===== src/rtl/ndn_prefix_tx.sv =====
// ndn_prefix_tx: framed bit-serial transmitter for NDN name prefixes.
// Sends a LEN_W-bit length header, then the prefix body, under backpressure.
module ndn_prefix_tx #(
  parameter int PREFIX_W  = 64,
  parameter int LEN_W     = 7,
  parameter int GAP       = 2,
  parameter bit MSB_FIRST = 1'b1
) (
  input  logic                clk,
  input  logic                rst,
  input  logic                in_valid,
  output logic                in_ready,
  input  logic [PREFIX_W-1:0] in_prefix,
  input  logic [LEN_W-1:0]    in_len,
  output logic                out_bit,
  output logic                out_valid,
  input  logic                out_ready,
  output logic                out_sof,
  output logic                out_eof,
  output logic                err_len,
  output logic                busy
);
  localparam int CW = $clog2(PREFIX_W + LEN_W);
  localparam int GW = (GAP > 1) ? $clog2(GAP) : 1;
  localparam int GL = (GAP > 0) ? GAP - 1 : 0;

  typedef enum logic [1:0] {
    S_IDLE,
    S_HDR,
    S_BODY,
    S_GAP
  } state_e;

  state_e              state_q, state_d;
  logic [PREFIX_W-1:0] prefix_q, prefix_d;
  logic [LEN_W-1:0]    len_q, len_d;
  logic [CW-1:0]       cnt_q, cnt_d;
  logic [GW-1:0]       gcnt_q, gcnt_d;
  logic                rdy_q, rdy_d;
  logic                err_q, err_d;

  logic          accept;
  logic          len_bad;
  logic          fire;
  logic          hdr_last;
  logic          body_last;
  logic [CW-1:0] bidx;
  logic [CW-1:0] bsel;
  logic [CW-1:0] hsel;

  // One counter walks header then body; body index is offset by LEN_W.
  assign accept    = (state_q == S_IDLE) && in_valid && rdy_q;
  assign len_bad   = (in_len == '0) || (in_len > LEN_W'(PREFIX_W));
  assign fire      = out_valid && out_ready;
  assign hdr_last  = cnt_q == CW'(LEN_W - 1);
  assign body_last = cnt_q == (CW'(LEN_W) + CW'(len_q) - CW'(1));
  assign bidx      = cnt_q - CW'(LEN_W);
  assign bsel      = MSB_FIRST ? (CW'(len_q) - CW'(1) - bidx) : bidx;
  assign hsel      = CW'(LEN_W - 1) - cnt_q;

  always_ff @(posedge clk or negedge rst) begin
    if (!rst) begin
      state_q  <= S_IDLE;
      prefix_q <= '0;
      len_q    <= '0;
      cnt_q    <= '0;
      gcnt_q   <= '0;
      rdy_q    <= 1'b0;
      err_q    <= 1'b0;
    end else begin
      state_q  <= state_d;
      prefix_q <= prefix_d;
      len_q    <= len_d;
      cnt_q    <= cnt_d;
      gcnt_q   <= gcnt_d;
      rdy_q    <= rdy_d;
      err_q    <= err_d;
    end
  end

  always_comb begin
    state_d  = state_q;
    prefix_d = prefix_q;
    len_d    = len_q;
    cnt_d    = cnt_q;
    gcnt_d   = gcnt_q;
    err_d    = 1'b0;
    unique case (state_q)
      S_IDLE: begin
        if (accept) begin
          prefix_d = in_prefix;
          len_d    = in_len;
          cnt_d    = '0;
          if (len_bad) err_d = 1'b1;
          else state_d = S_HDR;
        end
      end
      S_HDR: begin
        if (fire) begin
          cnt_d = cnt_q + CW'(1);
          if (hdr_last) state_d = S_BODY;
        end
      end
      S_BODY: begin
        if (fire) begin
          cnt_d = cnt_q + CW'(1);
          if (body_last) begin
            cnt_d   = '0;
            gcnt_d  = '0;
            state_d = (GAP > 0) ? S_GAP : S_IDLE;
          end
        end
      end
      S_GAP: begin
        gcnt_d = gcnt_q + GW'(1);
        if (gcnt_q == GW'(GL)) state_d = S_IDLE;
      end
      default: state_d = S_IDLE;
    endcase
    rdy_d = (state_d == S_IDLE);
  end

  always_comb begin
    out_valid = 1'b0;
    out_bit   = 1'b0;
    out_sof   = 1'b0;
    out_eof   = 1'b0;
    unique case (state_q)
      S_HDR: begin
        out_valid = 1'b1;
        out_bit   = |(len_q & (LEN_W'(1) << hsel));
        out_sof   = (cnt_q == '0);
      end
      S_BODY: begin
        out_valid = 1'b1;
        out_bit   = |(prefix_q & (PREFIX_W'(1) << bsel));
        out_eof   = body_last;
      end
      default: ;
    endcase
  end

  assign in_ready = rdy_q;
  assign err_len  = err_q;
  assign busy     = (state_q != S_IDLE);

endmodule


===== config.mk =====
export PLATFORM = sky130hd
export DESIGN_NAME = ndn_prefix_tx
export DESIGN_NICKNAME = d
export VERILOG_FILES = /design/src/rtl/ndn_prefix_tx.sv
export SDC_FILE = /design/constraint.sdc
export NUM_CORES = 1
export LEC_CHECK = 0
export BUFFER_PORTS_ARGS = -buffer_cell sky130_fd_sc_hd__buf_2
export CAP_MARGIN = 20
export CORE_MARGIN = 3
export CORE_UTILIZATION = 60
export CTS_CLUSTER_DIAMETER = 200
export DETAILED_ROUTE_END_ITERATION = 12
export GPL_ROUTABILITY_DRIVEN = 0
export HOLD_SLACK_MARGIN = 0.1
export PLACE_DENSITY = 0.85
export SETUP_SLACK_MARGIN = 0.3
export SLEW_MARGIN = 20
export SYNTH_ARGS = -nofsm -noshare
export SYNTH_HDL_FRONTEND = slang
export SYNTH_SLANG_ARGS = --single-unit

===== constraint.sdc =====
create_clock -name clk -period 9.8 [get_ports clk]
set_input_delay 1.96 -clock clk [delete_from_list [all_inputs] [get_ports clk]]
set_output_delay 1.96 -clock clk [all_outputs]
set_load 0.02 [all_outputs]

-- Word-level counts from Yosys, hierarchy flattened
Cells that the tools add are included.
W data, S select, Z words.
- register bits: 83
- output and inout port bits: 7
- word-level logic and storage cells: 69
- $add $sub $neg: 8
- $lt $le $gt $ge: 1
- equal/unequal tests: 9
- shift operators: 2
- mux-type cells: 23
- bitwise gates (word level): 2
- reduce and logical (&&, ||, !) cells: 17
- operator list (operator ; count):
    $and A64 B64 Y64 ; 1
    $reduce_or A64 Y1 ; 1
    $shl A1 B7 Y64 const A ; 1
    $mux W7 ; 4
    $pmux W7 S3 ; 1
    $logic_not A7 Y1 ; 2
    $mux W2 ; 7
    $sub A7 B1 Y7 const B ; 2
    $mux W1 ; 8
    $ne A2 B2 Y1 const B ; 4
    $pmux W2 S4 ; 1
    $add A3 B7 Y7 const A ; 1
    $add A7 B1 Y7 const B ; 1
    $and A7 B7 Y7 ; 1
    $eq A7 B3 Y1 const B ; 1
    $eq A7 B7 Y1 ; 1
    $gt A7 B7 Y1 const B ; 1
    $reduce_or A7 Y1 ; 1
    $shl A1 B7 Y7 const A ; 1
    $sub A3 B7 Y7 const A ; 1
    $sub A7 B3 Y7 const B ; 1
    $sub A7 B7 Y7 ; 1
    $eq A2 B2 Y1 const B ; 2
    $logic_not A2 Y1 ; 2
    other kinds (11) ; 15

-- Longest topological paths before layout
Gate-level depths: netlist (run 1).
- word-level depth: 7
- depth in mapped cells: 15

-- Worst setup path before layout (run 1)
OpenSTA, ideal clock, no wires.
- path kind: flip-flop to output port
- start point: register len_q[1]
- end point: output out_bit
- arrival: 3142 ps
- required time: 7840 ps
- path slack: 4698 ps
- cell stages (with the launch flop): 16
- buffers on the path: 3
- cells stage by stage: dfrtp_1 -> inv_1 -> ha_1 -> inv_1 -> ha_1 -> inv_1 -> fa_1 -> buf_2 -> buf_2 -> clkbuf_1 -> nand3_1 -> nand2_1 -> nand2_1 -> a31oi_1 -> a2111oi_2 -> a211oi_1
- cells in the longest elaborated chain, start to end: 6
- RTL lines (item ; line ; text):
    start, declared ; 36 ; logic [LEN_W-1:0] len_q, len_d;
    start signal, assigned ; 73 ; len_q <= len_d;
    $sub A7 B1 Y7 ; 58 ; assign bsel = MSB_FIRST ? (CW'(len_q) - CW'(1) - bidx) : bidx;
    $sub A7 B7 Y7 ; 58 ;
    $shl A1 B7 Y64 ; 136 ; out_bit = |(prefix_q & (PREFIX_W'(1) << bsel));
    $and A64 B64 Y64 ; 136 ;
    $reduce_or A64 Y1 ; 136 ;
    $pmux W1 S2 (*) ; 128 ; unique case (state_q)
    end, declared ; 15 ; output logic out_bit,
Mark *: on every way between the ends. The rest lies on a longest branch, timed or not.

-- Worst setup path after layout (run 1)
Ends and elaborated chain as after synthesis.

==> impl_metrics.csv, run 1 <==
group,metric,value,unit
sta,final_max_slew_viol_count,0,
sta,timing.fmax,158,MHz
global_routing,gr-total-overflow,0,
worst_setup_path,start_kind,"flop",
synthesis,ys_async_sr_fraction,100,%
synthesis,yosys-top-cells-count,"83 x dfrtp_1, 77 x mux2_2, 23 x nand2_1, 22 x inv_1, 19 x ha_1",
global_routing,grt_pass1_wl,17300,µm
worst_setup_path,critPathCaptureType,"output port",
worst_setup_path,rrSetupSlack,6420,ps
synthesis,synthSimpleGateAreaFrac,12.0,%
synthesis,synthTopCellsByArea,"dfrtp_1 44%, mux2_2 18%, ha_1 5.0%",
power,leakage,2.48,nW
floorplan,ios,82,
sta,max_slew_margin,31.4,%
clock_tree,cts_buffer_depth,2,
synthesis,synth_top_area_share,44.0,%
synthesis,synthMostInstantiatedCell,"dfrtp_1",
placed_design,portBuffers,81,
synthesis,synth-xor-area-share,2.60,%
routing,drtIter0Drc,227,
min_path,hold_depth,1,
clock_tree,clock_latency,350,ps
floorplan,die_x,94.7,µm
worst_setup_path,critical_path_class,"flop to output port",
sta,finalHoldViolCount,0,
synthesis,avgSynthCellArea,11.0,µm²
synthesis,synthFlopType,"dfrtp_1",
min_path,hold_path_end,"gcnt_q",
floorplan,core,7450,µm²
global_routing,grt_max_degree,84,
worst_setup_path,r2r-start,"state_q[0]",
worst_setup_path,critPathRequiredTime,7840,ps
clock_tree,clkTransAtPathRegs,90,ps
sta,fin_skew,8.79,ps
power,peakVddDrop,0.223,mV
clock_tree,cts_buffers,9,
clock_tree,cts_setup_buffers,0,
floorplan,initial_utilization,63.4,%
synthesis,ys_ff_latch,83,
floorplan,dieArea,8970,µm²
clock_tree,post_cts_resized,0,
routing,num_vias,3682,
clock_tree,cts_sinks,83,
routing,ant_nets,0,
sta,fin_crit_sh,64.8,%
synthesis,synth_fa_ha_area_share,5.46,%
floorplan,rows,31,
synthesis,yosysSeqAreaShare,44.0,%
synthesis,syn-cell-area,4720,µm²
layout,layout-drive-gt1-share,36.5,%
routing,dr.pass1.iters,5,
worst_setup_path,reg2reg_depth,8,
synthesis,syn_nets,523,
worst_setup_path,cp.arrival,4390,ps
global_routing,grt_antenna_before_repair,0,
routing,drt_wl_total,10500,µm
sta,worst_slew_pin_slew,1020,ps
layout,nNetsFinal,594,
layout,n_antenna_cell,0,
synthesis,synth_top_family_by_area,"multiplexers",
sta,finalSetupTns,0,ps
routing,post-route-drc-count,0,
worst_setup_path,crit_fanout,12,
placed_design,hpwlAfterDp,7670,µm
clock_tree,hold_buffers,0,
synthesis,synth_edf_count,0,
global_routing,grt_pass1_vias,3730,
power,power.density,425,nW/µm²
sta,setup_viol,0,
layout,area_growth_syn_to_layout,14.5,%
sta,rsz0062_at_grt,"no",
sta,period_minus_slack,6350,ps
synthesis,yosysUniqueCellTypes,62,
global_routing,track_usage,24.6,%
synthesis,synth_compound_area_share,12.2,%
synthesis,synthCells,428,
synthesis,muxShareOfSynthArea,19.9,%
clock_tree,htree_levels,3,
clock_tree,cts_tree,"built",
synthesis,synth_warnings,0,
min_path,hold_path_startpoint,"gcnt_q",
routing,wl_per_cell,17.5,µm
synthesis,synth_top_cell_by_area,"dfrtp_1",
worst_setup_path,timing.rr.end,"cnt_q[4]",
sta,whs,494,ps
clock_tree,clockRootBuffer,"clkbuf_8",
min_path,hold_class,"flop to flop",
run,drv_cap,0,
floorplan,die_h,94.7,µm
routing,via_per_inst,6.11,
status,outcome,"finished clean",
-- metal layers --
layer	track usage [%]	up-vias	part of all wire, %
li1	-	1713	-
met1	31.1	1786	41
met2	40.9	148	50
met3	5.42	35	5.7
met4	10.3	0	3.2
met5	0	-	0
-- final cells by class --
| class | count | area (µm²) |
|---|---|---|
| Multi-Input combinational cell | 301 | 2480 |
| Inverter | 23 | 86.3 |
| Sequential cell | 83 | 2080 |
| Clock inverter | 6 | 95.1 |
| Tap cell | 99 | 124 |
| Timing Repair Buffer | 81 | 412 |
| Fill cell | 551 | 2040 |
| Clock buffer | 10 | 138 |
-- cells by family after synthesis --
logic type / after synthesis
simple gates: 103
xor+xnor: 14
fa+ha+maj: 20
buf+inv: 44
mux: 83
compound gates: 81
flops: 83
-- placed cells by master, fill, tap and decap left out, types with 3 or more instances in the layout --
cell,n
nor2_1,14
ha_1,19
dfrtp_1,83
a22o_1,4
inv_1,22
o21a_1,3
nor2b_1,6
mux2i_1,5
a22oi_1,6
a21o_1,3
xor2_1,6
a2bb2oi_1,3
a31oi_1,6
mux2_2,77
nand3_1,15
and3_1,8
a21oi_1,10
o21ai_0,16
nor3_1,8
nor3b_1,3
xnor2_1,8
nand2_1,23
nand2b_1,4
o22ai_1,4
nand4_1,6
buf_2,80
clkbuf_8,10
o2111ai_1,4
o31ai_1,3
-- state kept, by name, summed over array words and instances (netlist names) --
signal    cells
gcnt_q        1
len_q         7
cnt_q         7
err_len       1
state_q       2
prefix_q     64
in_ready      1
-- per-stage QoR --
step / setup slack [ps] / instance area (µm²) / util [%] / instances / total power [mW]
floorplan: 4700 / 4720 / - / 428 / 1.69
global placement: 4090 / 5170 / 69.4 / 587 / 1.93
detailed placement: 3980 / 5170 / 69.4 / 587 / 1.98
CTS: 3550 / 5400 / 72.6 / 603 / 2.27
global route: 3160 / 5410 / 72.6 / 603 / 2.46
finish: 3450 / 5410 / 72.6 / 603 / 2.30
-- critical path, stage by stage, from the launching register on --
cell and delay [ps]:
dfrtp_1 400, inv_1 80, ha_1 290, inv_1 70, ha_1 170, inv_1 60
fa_1 430, xnor2_1 840, mux2i_1 270, o21ai_0 100, a211oi_1 350, o22ai_1 160
a2111oi_2 480, a211oi_1 150, buf_2 180
-- worst max-delay path by stage --
| stage | slack, ps | end | startpoint |
|---|---|---|---|
| final | 3450 | out_bit | len_q[1] |
| after global routing | 3160 | out_bit | len_q[1] |
| after CTS | 3550 | out_bit | len_q[1] |
| after detailed placement | 3980 | out_bit | len_q[1] |
| after global placement | 4090 | out_bit | len_q[1] |
| after floorplan | 4700 | out_bit | len_q[1] |
-- power by group --
group / switching, mW / internal, mW
Combinational: 0.783 / 0.604
Sequential: 0.122 / 0.506
Clock: 0.131 / 0.153
Total: 1.04 / 1.26
(Power assumes the default switching activity.)
==> run 2: changes to the inputs <==
--- a/config.mk
+++ b/config.mk
@@ -8,12 +8,12 @@
 export BUFFER_PORTS_ARGS = -buffer_cell sky130_fd_sc_hd__buf_2
 export CAP_MARGIN = 20
 export CORE_MARGIN = 3
-export CORE_UTILIZATION = 60
+export CORE_UTILIZATION = 57
 export CTS_CLUSTER_DIAMETER = 200
 export DETAILED_ROUTE_END_ITERATION = 12
 export GPL_ROUTABILITY_DRIVEN = 0
 export HOLD_SLACK_MARGIN = 0.1
-export PLACE_DENSITY = 0.85
+export PLACE_DENSITY = 0.81
 export SETUP_SLACK_MARGIN = 0.3
 export SLEW_MARGIN = 20
 export SYNTH_ARGS = -nofsm -noshare
==> constraint.sdc (replaced) <==
create_clock -name clk -period 6.4 [get_ports clk]
set_input_delay 1.28 -clock clk [delete_from_list [all_inputs] [get_ports clk]]
set_output_delay 1.28 -clock clk [all_outputs]
set_load 0.02 [all_outputs]
==> run 2 against run 1 <==
  * Combinational power increased by 56%
  * Critical endpoint unchanged
  * Largest power group unchanged
  * Clock skew increased by 1.4 ps
  * Cell count increased by 0.83%
==> impl_metrics.csv, run 2 (same netlist as run 1, synthesis figures left out) <==
group,metric,value,unit
floorplan,initial_utilization,59.9,%
worst_setup_path,crit_top_cell,"inv_1",
layout,register_area,2080,µm²
sta,setup_viol,0,
sta,max_slew_margin,33.0,%
routing,post-route-drc-count,0,
clock_tree,cts_buffers,9,
routing,drtIter0Drc,245,
floorplan,die_x,97.0,µm
floorplan,core,7890,µm²
sta,timing.fmax,179,MHz
status,outcome,"finished clean",
worst_setup_path,cp_cell_sequence,"inv_1 -> ha_1 -> inv_1 -> ha_1 -> inv_1 -> fa_1 -> nor3b_1 -> a22oi_1 -> o21ai_0 -> nand3_1 -> and4bb_1 -> o2111a_1 -> a211oi_1 -> buf_2",
routing,dr.pass1.iters,6,
global_routing,grt_pass1_vias,3870,
run,drv_cap,0,
placed_design,portBuffers,81,
global_routing,grt_pass1_wl,18400,µm
sta,finalSetupTns,0,ps
layout,post_layout_nonfiller_instances,608,
power,peakVddDrop,0.342,mV
layout,area_growth_syn_to_layout,14.7,%
worst_setup_path,critPathRequiredTime,5120,ps
worst_setup_path,crit_slowest_cell,"fa_1",
global_routing,gr-total-overflow,0,
routing,num_vias,3769,
floorplan,die_h,97.0,µm
sta,period_minus_slack,5580,ps
sta,finalHoldViolCount,0,
layout,largest_reg_flops,64,
routing,drt_wl_total,11200,µm
layout,layout-drive-gt1-share,36.6,%
layout,multi_input_comb_area,2480,µm²
routing,wl_per_cell,18.3,µm
layout,nNetsFinal,596,
sta,rsz0062_at_grt,"no",
worst_setup_path,start_kind,"flop",
routing,ant_nets,0,
worst_setup_path,crit_fanout,30,
floorplan,dieArea,9420,µm²
worst_setup_path,path_buf_inv,4,
clock_tree,cts_sinks,83,
clock_tree,cts_buffer_depth,2,
sta,worst_slew_pin_slew,1010,ps
sta,fin_crit_sh,87.2,%
layout,regMostFlops,"prefix_q",
clock_tree,hold_buffers,0,
floorplan,rows,32,
layout,layout_common_cells,"83 x dfrtp_1, 80 x buf_2, 77 x mux2_2, 23 x nand2_1, 22 x inv_1",
layout,mostFrequentLayoutCell,"dfrtp_1",
global_routing,grt_antenna_before_repair,0,
layout,n_fill_cell,603,
worst_setup_path,cp.arrival,4300,ps
clock_tree,post_cts_resized,0,
power,leakage,2.48,nW
layout,n_antenna_cell,0,
sta,final_max_slew_viol_count,0,
clock_tree,cts_tree,"built",
clock_tree,clkTransAtPathRegs,80,ps
global_routing,track_usage,23.9,%
sta,fin_skew,10.2,ps
placed_design,dp.cells,592,
routing,via_per_inst,6.20,
worst_setup_path,cpPeakStageDelay,1130,ps
clock_tree,cts_setup_buffers,0,
worst_setup_path,critical_path_class,"flop to output port",
placed_design,hpwlAfterDp,7890,µm
clock_tree,clockRootBuffer,"clkbuf_8",
worst_setup_path,critPathCaptureType,"output port",
global_routing,grt_max_degree,84,
min_path,hold_class,"flop to flop",
worst_setup_path,critPathTopFamily,"adder cells",
power,power.density,659,nW/µm²
layout,reg_top3,"prefix_q (64), cnt_q (7), len_q (7)",
clock_tree,htree_levels,3,
floorplan,ios,82,
clock_tree,clock_latency,360,ps
[run 2: cell count changes in the layout (fill, tap and decap cells not counted)]
cell        before  now
buf_4            0    2
clkbuf_1         0    1
clkbuf_8        10    9
clkinv_4         2    1
clkinvlp_4       0    1
inv_6            2    1
inv_8            0    1
[run 2: report_power, final]
part | internal (mW) | leakage [nW] | switching (mW)
clock | 0.225 | 0.109 | 0.199
combinational | 0.953 | 1.36 | 1.22
sequential | 0.775 | 1.01 | 0.194
total | 1.95 | 2.48 | 1.61
[run 2: layer usage]
layer  wire [µm]  up-vias  global-route usage (%)
met5           0        -                       0
met4         345        0                    9.29
met3         634       35                    4.04
met2        5690      157                    41.5
met1        4490     1858                    29.6
li1            -     1719                       -
[run 2: final timing paths]
path	from	endpoint	slack, ps	cells past startpoint
min reg2reg	gcnt_q	gcnt_q	490	1
min in group asynchronous	rst	cnt_q[3]	940	1
max reg2reg	state_q[0]	cnt_q[4]	2900	8
max in group asynchronous	rst	err_len	4920	1
max	len_q[1]	out_bit	820	14
min	gcnt_q	gcnt_q	490	1
[run 2: cell type report]
cell class	instances	share of cell area, %
multi-input combinational	301	45.7
sequential	83	38.3
timing repair buffer	83	7.88
clock buffer	10	2.36
tap	102	2.36
clock inverter	6	1.78
inverter	23	1.59
[run 2: metrics by stage]
step                      power, mW  setup WS, ps  utilization (%)  hold WS, ps  instance area (µm²)
after floorplan                2.59          1980                -          448                 4720
after global placement         2.99          1500             65.8          468                 5190
after detailed placement       3.08          1350             65.8          483                 5190
after CTS                      3.52           925             68.6          497                 5410
after global routing           3.82           550             68.7          531                 5420
final                          3.57           821             68.7          495                 5420
==> run 3: changes to the inputs <==
--- a/config.mk
+++ b/config.mk
@@ -5,15 +5,15 @@
 export SDC_FILE = /design/constraint.sdc
 export NUM_CORES = 1
 export LEC_CHECK = 0
-export BUFFER_PORTS_ARGS = -buffer_cell sky130_fd_sc_hd__buf_2
 export CAP_MARGIN = 20
 export CORE_MARGIN = 3
-export CORE_UTILIZATION = 57
+export CORE_UTILIZATION = 60
 export CTS_CLUSTER_DIAMETER = 200
 export DETAILED_ROUTE_END_ITERATION = 12
+export DONT_BUFFER_PORTS = 1
 export GPL_ROUTABILITY_DRIVEN = 0
 export HOLD_SLACK_MARGIN = 0.1
-export PLACE_DENSITY = 0.81
+export PLACE_DENSITY = 0.76
 export SETUP_SLACK_MARGIN = 0.3
 export SLEW_MARGIN = 20
 export SYNTH_ARGS = -nofsm -noshare
==> constraint.sdc (replaced) <==
create_clock -name clk -period 6.7 [get_ports clk]
set_input_delay 1.34 -clock clk [delete_from_list [all_inputs] [get_ports clk]]
set_output_delay 1.34 -clock clk [all_outputs]
set_load 0.02 [all_outputs]
==> run 3 against run 2 <==
  * Hold slack worse by 2.8 ps
  * Cell count is 14% lower
  * Routed wire length is 8.8% lower
  * Core utilization is 2.2 points lower
  * Worst setup slack better by 140 ps
  * Non-clock buffer count is 82 lower
  * Largest cell class unchanged
==> impl_metrics.csv, run 3 (same netlist as run 1, synthesis figures left out) <==
group,metric,value,unit
status,outcome,"finished clean",
worst_setup_path,crit_slowest_cell,"fa_1",
worst_setup_path,path_buf_inv,3,
clock_tree,clockRootBuffer,"clkbuf_8",
sta,finalHoldViolCount,0,
clock_tree,cts_buffer_depth,2,
global_routing,track_usage,23.9,%
worst_setup_path,critPathCaptureType,"output port",
routing,via_per_inst,6.35,
global_routing,grt_pass1_wl,16700,µm
floorplan,ios,82,
worst_setup_path,crit_top_cell,"inv_1",
floorplan,die_h,94.7,µm
worst_setup_path,critical_path_class,"flop to output port",
routing,post-route-drc-count,0,
sta,fin_crit_sh,85.7,%
layout,layout_common_cells,"83 x dfrtp_1, 77 x mux2_2, 23 x nand2_1, 22 x inv_1, 19 x ha_1",
layout,regMostFlops,"prefix_q",
min_path,hold_depth,1,
worst_setup_path,crit_fanout,30,
sta,setup_viol,0,
placed_design,hpwlAfterDp,7430,µm
layout,nNetsFinal,514,
routing,drtIter0Drc,159,
clock_tree,htree_levels,3,
layout,reg_top3,"prefix_q (64), cnt_q (7), len_q (7)",
floorplan,rows,31,
layout,layout-drive-gt1-share,24.3,%
routing,dr.pass1.iters,4,
clock_tree,cts_tree,"built",
clock_tree,hold_buffers,0,
clock_tree,cts_buffers,9,
global_routing,grt_pass1_vias,3550,
clock_tree,cts_setup_buffers,0,
clock_tree,clkTransAtPathRegs,90,ps
routing,wl_per_cell,19.4,µm
sta,finalSetupTns,0,ps
layout,mostFrequentLayoutCell,"dfrtp_1",
floorplan,dieArea,8970,µm²
sta,final_max_slew_viol_count,0,
worst_setup_path,cp.arrival,4400,ps
clock_tree,clock_latency,360,ps
global_routing,grt_antenna_before_repair,0,
worst_setup_path,critPathRequiredTime,5360,ps
layout,n_antenna_cell,0,
layout,largest_reg_flops,64,
floorplan,initial_utilization,63.4,%
routing,num_vias,3320,
worst_setup_path,cpPeakStageDelay,1090,ps
global_routing,grt_max_degree,84,
sta,max_slew_margin,32.0,%
worst_setup_path,critPathTopFamily,"adder cells",
sta,rsz0062_at_grt,"no",
sta,timing.fmax,174,MHz
worst_setup_path,reg2reg_depth,8,
layout,area_growth_syn_to_layout,4.85,%
sta,worst_slew_pin_slew,1020,ps
worst_setup_path,path_depth,13,
placed_design,portBuffers,0,
routing,drt_wl_total,10200,µm
run,drv_cap,0,
routing,ant_nets,0,
clock_tree,post_cts_resized,0,
global_routing,gr-total-overflow,0,
worst_setup_path,cp_cell_sequence,"inv_1 -> ha_1 -> inv_1 -> ha_1 -> inv_1 -> fa_1 -> nor3b_1 -> a22oi_1 -> o21ai_0 -> nand3_1 -> and4bb_1 -> o2111a_1 -> a211oi_1",
floorplan,die_x,94.7,µm
sta,fin_skew,10.5,ps
min_path,hold_class,"flop to flop",
worst_setup_path,start_kind,"flop",
clock_tree,cts_sinks,83,
sta,period_minus_slack,5740,ps
floorplan,core,7450,µm²
==> run 3: final cells by class <==
type | instances | area [µm²]
fill | 613 | 2490
multi-input combinational | 301 | 2480
sequential | 83 | 2080
clock buffer | 10 | 128
tap | 99 | 124
inverter | 23 | 86.3
clock inverter | 6 | 55.1
timing repair buffer | 1 | 7.51
==> run 3: worst paths after layout <==
kind                                 start            to  slack, ps
worst max-delay path              len_q[1]       out_bit        960
worst min-delay path                gcnt_q        gcnt_q        490
worst max register to register  state_q[0]      cnt_q[4]       3230
worst min register to register      gcnt_q        gcnt_q        490
max in group asynchronous              rst      cnt_q[0]       5890
min in group asynchronous              rst  prefix_q[39]        660
==> run 3: metrics by stage <==
step	instance area, µm²	utilization, %	setup WS [ps]	hold WS [ps]	cells
finish	4950	66.5	961	492	523
detailed placement	4770	64.1	1390	478	507
CTS	4950	66.5	995	491	523
floorplan	4720	-	2220	448	428
global route	4950	66.5	692	522	523
global placement	4770	64.1	1570	464	507
==> run 3: metal layers <==
metal | track usage (%) | vias up | part of all wire, %
met3 | 7.17 | 21 | 6.1
met2 | 40.8 | 96 | 51
met5 | 0 | - | 0
met1 | 28.7 | 1649 | 41
li1 | - | 1554 | -
met4 | 8.65 | 0 | 2.2
==> run 3: worst register-to-register path: cells and delay by family (launching register included) <==
kind,cells,cell delay (ps)
DFF,1,410
and+or+nand+nor,2,1110
buffers and inverters,2,230
AOI/OAI and AO/OA,3,1400
adders and majority gates,1,270
Power of run 3 is left out: the tool's default activity adds up to more than one toggle a clock period on the data nets, which glitch-free logic cannot reach.
